===== config.mk =====
export PLATFORM = sky130hd
export DESIGN_NAME = issue_queue_fifo
export DESIGN_NICKNAME = d
export VERILOG_FILES = /design/src/rtl/issue_queue_fifo_pkg.sv /design/src/rtl/issue_queue_fifo.sv
export SDC_FILE = /design/constraint.sdc
export NUM_CORES = 1
export LEC_CHECK = 0
export ABC_AREA = 1
export BUFFER_PORTS_ARGS = -buffer_cell sky130_fd_sc_hd__buf_2
export CAP_MARGIN = 20
export CORE_ASPECT_RATIO = 1.5
export CORE_MARGIN = 2
export CORE_UTILIZATION = 60
export CTS_CLUSTER_DIAMETER = 150
export DETAILED_ROUTE_END_ITERATION = 6
export PLACE_DENSITY = 0.77
export RECOVER_POWER = 25
export SLEW_MARGIN = 20
export SYNTH_ARGS = -nofsm -noshare
export SYNTH_HDL_FRONTEND = slang
export SYNTH_SLANG_ARGS = --single-unit

===== constraint.sdc =====
create_clock -name clk -period 18.19 [get_ports clk]
set_input_delay 3.638 -clock clk [delete_from_list [all_inputs] [get_ports clk]]
set_output_delay 3.638 -clock clk [all_outputs]
set_load 0.03 [all_outputs]

===== src/rtl/issue_queue_fifo_pkg.sv =====
// Shared types for the decode -> execute issue path.
//   ISSUE_QUEUE_ELEMENT : one decoded instruction as handed from decoder to execute
//   ISSUE_QUEUE_DEPTH   : default queue depth used when instantiating issue_queue_fifo
package issue_queue_fifo_pkg;

  localparam int ISSUE_QUEUE_DEPTH = 8;

  typedef enum logic [5:0] {
    NOP   = 6'd0,
    ADDU  = 6'd1,
    ADDIU = 6'd2,
    SUBU  = 6'd3,
    LW    = 6'd4,
    SW    = 6'd5,
    BEQ   = 6'd6,
    BNE   = 6'd7,
    J     = 6'd8,
    JAL   = 6'd9
  } issue_op_e;

  typedef struct packed {
    issue_op_e   op;
    logic [4:0]  rs;
    logic [4:0]  rt;
    logic [4:0]  rd;
    logic [31:0] num1;                  // first operand / immediate source
    logic [31:0] num2;                  // second operand / immediate
    logic [31:0] pc;
    logic [31:0] predict_pc_addr;       // front-end predicted next PC
    logic        predict_brunch_taken;  // front-end predicted direction
  } ISSUE_QUEUE_ELEMENT;

endpackage


===== src/rtl/issue_queue_fifo.sv =====
// In-order issue queue between decoder and execute stage.
// Ports:
//   clk, rst           clock, synchronous active-high reset
//   flush              discard all buffered entries this cycle (redirect)
//   enq_valid/ready    decoder-side handshake, enq_elem is the payload
//   deq_valid/ready    execute-side handshake, deq_elem is the oldest entry
//   count              number of buffered entries, 0..DEPTH
// An entry written in cycle N appears at the output in cycle N+1; the output
// is always read from storage, never bypassed from enq_elem.
module issue_queue_fifo
  import issue_queue_fifo_pkg::*;
#(
  parameter int  DEPTH = ISSUE_QUEUE_DEPTH,
  localparam int PTR_W = $clog2(DEPTH)
) (
  input  logic               clk,
  input  logic               rst,
  input  logic               flush,
  input  logic               enq_valid,
  output logic               enq_ready,
  input  ISSUE_QUEUE_ELEMENT enq_elem,
  output logic               deq_valid,
  input  logic               deq_ready,
  output ISSUE_QUEUE_ELEMENT deq_elem,
  output logic [PTR_W:0]     count
);

  localparam int CNT_W = PTR_W + 1;

  // Increment with wrap at DEPTH-1 so non-power-of-two depths work.
  function automatic logic [PTR_W-1:0] ptr_inc(input logic [PTR_W-1:0] p);
    return (p == PTR_W'(DEPTH - 1)) ? '0 : p + PTR_W'(1);
  endfunction

  ISSUE_QUEUE_ELEMENT mem [DEPTH];

  logic [PTR_W-1:0] head_q, head_d;
  logic [PTR_W-1:0] tail_q, tail_d;
  logic [CNT_W-1:0] count_q, count_d;
  logic             enq_fire, deq_fire;

  // enq_ready depends only on registered state, so a full queue refuses a
  // new entry even if the execute stage drains one in the same cycle.
  assign enq_ready = (count_q != CNT_W'(DEPTH));
  assign deq_valid = (count_q != '0) & ~flush;
  assign deq_elem  = (count_q != '0) ? mem[head_q] : '0;
  assign count     = count_q;

  assign enq_fire = enq_valid & enq_ready & ~flush;
  assign deq_fire = deq_valid & deq_ready;

  always_comb begin
    head_d  = head_q;
    tail_d  = tail_q;
    count_d = count_q;
    if (enq_fire) tail_d = ptr_inc(tail_q);
    if (deq_fire) head_d = ptr_inc(head_q);
    case ({enq_fire, deq_fire})
      2'b10:   count_d = count_q + CNT_W'(1);
      2'b01:   count_d = count_q - CNT_W'(1);
      default: count_d = count_q;
    endcase
    // Flush overrides any handshake in the same cycle.
    if (flush) begin
      head_d  = '0;
      tail_d  = '0;
      count_d = '0;
    end
  end

  always_ff @(posedge clk) begin
    if (rst) begin
      head_q  <= '0;
      tail_q  <= '0;
      count_q <= '0;
    end else begin
      head_q  <= head_d;
      tail_q  <= tail_d;
      count_q <= count_d;
    end
  end

  // Storage carries no reset; only slots between head and tail are ever read.
  always_ff @(posedge clk) begin
    if (enq_fire) mem[tail_q] <= enq_elem;
  end

`ifndef SYNTHESIS
  always @(posedge clk) begin
    if (!rst) begin
      assert (count_q <= CNT_W'(DEPTH));
      assert (!(enq_fire && count_q == CNT_W'(DEPTH)));
      assert (!(deq_fire && count_q == '0));
    end
  end
`endif

endmodule


==> flow_summary.yaml <==
status:
  status: "finished clean"
sta:
  rsz0062_at_grt: "false"
  timing.final.max_slew_violations: 0
  tightest_slew_ns: 1.208
  hold_viol: 0
  fin_tns_setup_ns: 0
  slew_headroom_pct: 19.50
  setup_violations: 0
  min_period_ns: 7.952
  clock-skew-final_ns: 0.01925
  period_share_pct: 43.72
  postLayoutSetupSlackWorst_ns: 10.24
  fmax_mhz: 125.8
  worst_hold_slack_ns: 0.4899
logic_synthesis:
  synth_flop_cell: "edfxtp_1"
  synth_top_family_by_area: "compound AO/OA/AOI/OAI gates"
  yosysSeqAreaShare_pct: 76.21
  synth_fa_ha_area_share_pct: 0.1839
  synth-seq-cells: 1213
  syn_inst: 3651
  muxShareOfSynthArea_pct: 0
  synth_area_leader_cell: "edfxtp_1"
  synth_area_um2: 47620
  synthSimpleGateAreaFrac_pct: 9.878
  synth_xor_xnor_area_share_pct: 0.05517
  synth_edf_count: 1200
  netlist_top_cells_area: "edfxtp_1, nor2_1, o21ai_0"
  synth_fp_nets: 3813
  syn_avg_cell_area_um2: 13.04
  netlist_top_cells_count: "edfxtp_1, nor2_1, o21ai_0"
  synthDistinctLibCells: 26
  yosysWarnings: 0
  synth_top_area_share_pct: 75.66
  synth_compound_area_share_pct: 10.78
  yosysMostFrequentCell: "edfxtp_1"
  async_flop_share_pct: 0
route:
  drcViolationCount: 0
  avgRoutedWirePerCell_um: 21.04
  first_iter_violations: 2838
  first_pass_iters: 6
  ant_nets: 0
  vias_per_cell: 5.950
  drt_wl_total_um: 104600
  vias: 29590
global_routing:
  grt_pass1_vias: 28340
  grt_max_degree: 288
  grt_usage_pct: 25.36
  grt-ovfl-total: 0
  antenna_found_initial: 18
  grt_first_pass_wirelength_um: 157300
placement:
  place_worst_setup_slack_ns: 10.45
  gp_congestion: 0.7462
  port_buffers: 310
  dpl_cell_area_um2: 49600
  place_hpwl_um: 51920
  dp_cells: 4774
clock_tree:
  cts_hold_buf: 0
  cts_sinks: 1213
  cts_made_buffers: 102
  clk_path_buf_depth: 3
  clock_latency_ns: 0.68
  htreeDepth: 3
  tritoncts: "built"
  ctsResizeCount: 0
  clk_pin_slew_ns: 0.06
  cts-root-buf: "clkbuf_16"
  postCtsSetupRepairBufs: 0
worst_setup_path:
  ff2ff_setup_slack_ns: 14.45
  end_kind: "output pin"
  r2r-start: "count[0]"
  worst_setup_path_start_kind: "flip-flop"
  cp_max_fo: 220
  worstPathRequired_ns: 14.55
  arrival_ns: 4.31
  reg2reg_depth: 8
  r2r_end: "mem[3][73]"
  worst-setup-path-type: "reg -> out"
finish:
  final_cells: 4973
  n_fill_cell: 5399
  postLayoutCoreUtil_pct: 67.09
  multiInputGateArea_um2: 10020
  drive_above_1_share_pct: 10.31
  area_growth_pct: 10.82
  nets: 4017
  seqCellArea_um2: 36310
  final_area_um2: 52780
floorplanning:
  rows: 126
  ios: 311
  dieHeight_um: 349.1
  coreArea_um2: 78670
  die_w_um: 234.0
  initial_core_util_pct: 60.54
  dieArea_um2: 81690
power:
  power_mw: 5.513
  p_leak_nw: 17.68
  ir_worst_vdd_uv: 86.53
  p_per_area_nw_per_um2: 104.5
flow_run:
  maxCapViolCount: 0
worst_hold_path:
  min_path_type: "reg -> reg"
  hold_depth: 2
  worstHoldStart: "head_q[2]"
==> cell families (layout without fill, tap and decap cells) <==
logic type,Yosys count,count (layout)
and+or+nand+nor,1250,1250
AOI/OAI and AO/OA,913,913
adders and majority gates,7,7
other,0,10
xor gates and xnor gates,3,3
buffers and inverters,265,553
DFF,1213,1213
==> per-layer routing <==
layer  share of wire, %  GRT usage, %  up-vias
met3                8.3         4.765      192
li1                   -             -    13687
met4                2.8         9.662       18
met5               0.11             0        -
met2                 50         42.66     1157
met1                 38         32.82    14536
==> worst max-delay path, cell delays in order, from the launching register on <==
cell and delay (ns):
dfxtp_4 0.73, buf_12 0.63, buf_4 0.95, nor2_1 0.12, nor2_1 0.11, o21ai_1 0.08, o211ai_1 0.12, nand2_1 0.07
nor2_1 0.22, buf_2 0.25
==> flip-flops by register name, indices dropped and copies added, names as in the netlist, named ones only <==
name	count
count	4
tail_q	3
mem	1200
head_q	3
==> layout by cell type, fill, tap and decap left out, drive strengths merged <==
master,synthesis,routed
a31oi,1,1
clkinv,0,46
nand2,173,173
clkinvlp,0,5
inv,17,20
dfxtp,13,13
xor2,1,1
o211ai,150,150
a21oi,8,8
clkbuf,125,227
o22ai,150,150
o21ai,604,604
buf,123,247
diode,0,10
nor2,1070,1070
or2,1,1
nand3,6,6
bufinv,0,8
xnor2,2,2
ha,7,7
edfxtp,1200,1200
==> how the worst max path moves through the flow <==
| stage | from | to | slack (ns) | cells past startpoint |
|---|---|---|---|---|
| floorplan | enq_valid | mem[0][0] | 7.11 | 5 |
| global placement | flush | deq_valid | 10.42 | 3 |
| detailed placement | flush | deq_valid | 10.45 | 3 |
| CTS | flip-flop | deq_elem[115] | 10.26 | 5 |
| global route | flip-flop | deq_elem[75] | 10.06 | 9 |
| finish | flip-flop | deq_elem[75] | 10.24 | 9 |
==> area by class of cell <==
cell class / count / share of cell area, %
Timing Repair Buffer: 348 / 3.421
Tap cell: 1024 / 2.428
Clock buffer: 126 / 5.168
Sequential cell: 1213 / 68.79
Antenna cell: 10 / 0.04741
Clock inverter: 62 / 0.9909
Multi-Input combinational cell: 2173 / 18.99
Inverter: 17 / 0.1612
==> power by group <==
| group | leakage, nW | internal [mW] | total (mW) | switching [mW] |
|---|---|---|---|---|
| combinational | 5.15 | 0.0678 | 0.282 | 0.214 |
| clock | 1.58 | 1.18 | 2.12 | 0.942 |
| sequential | 10.9 | 3.10 | 3.11 | 0.00771 |
(Power assumes the default switching activity.)
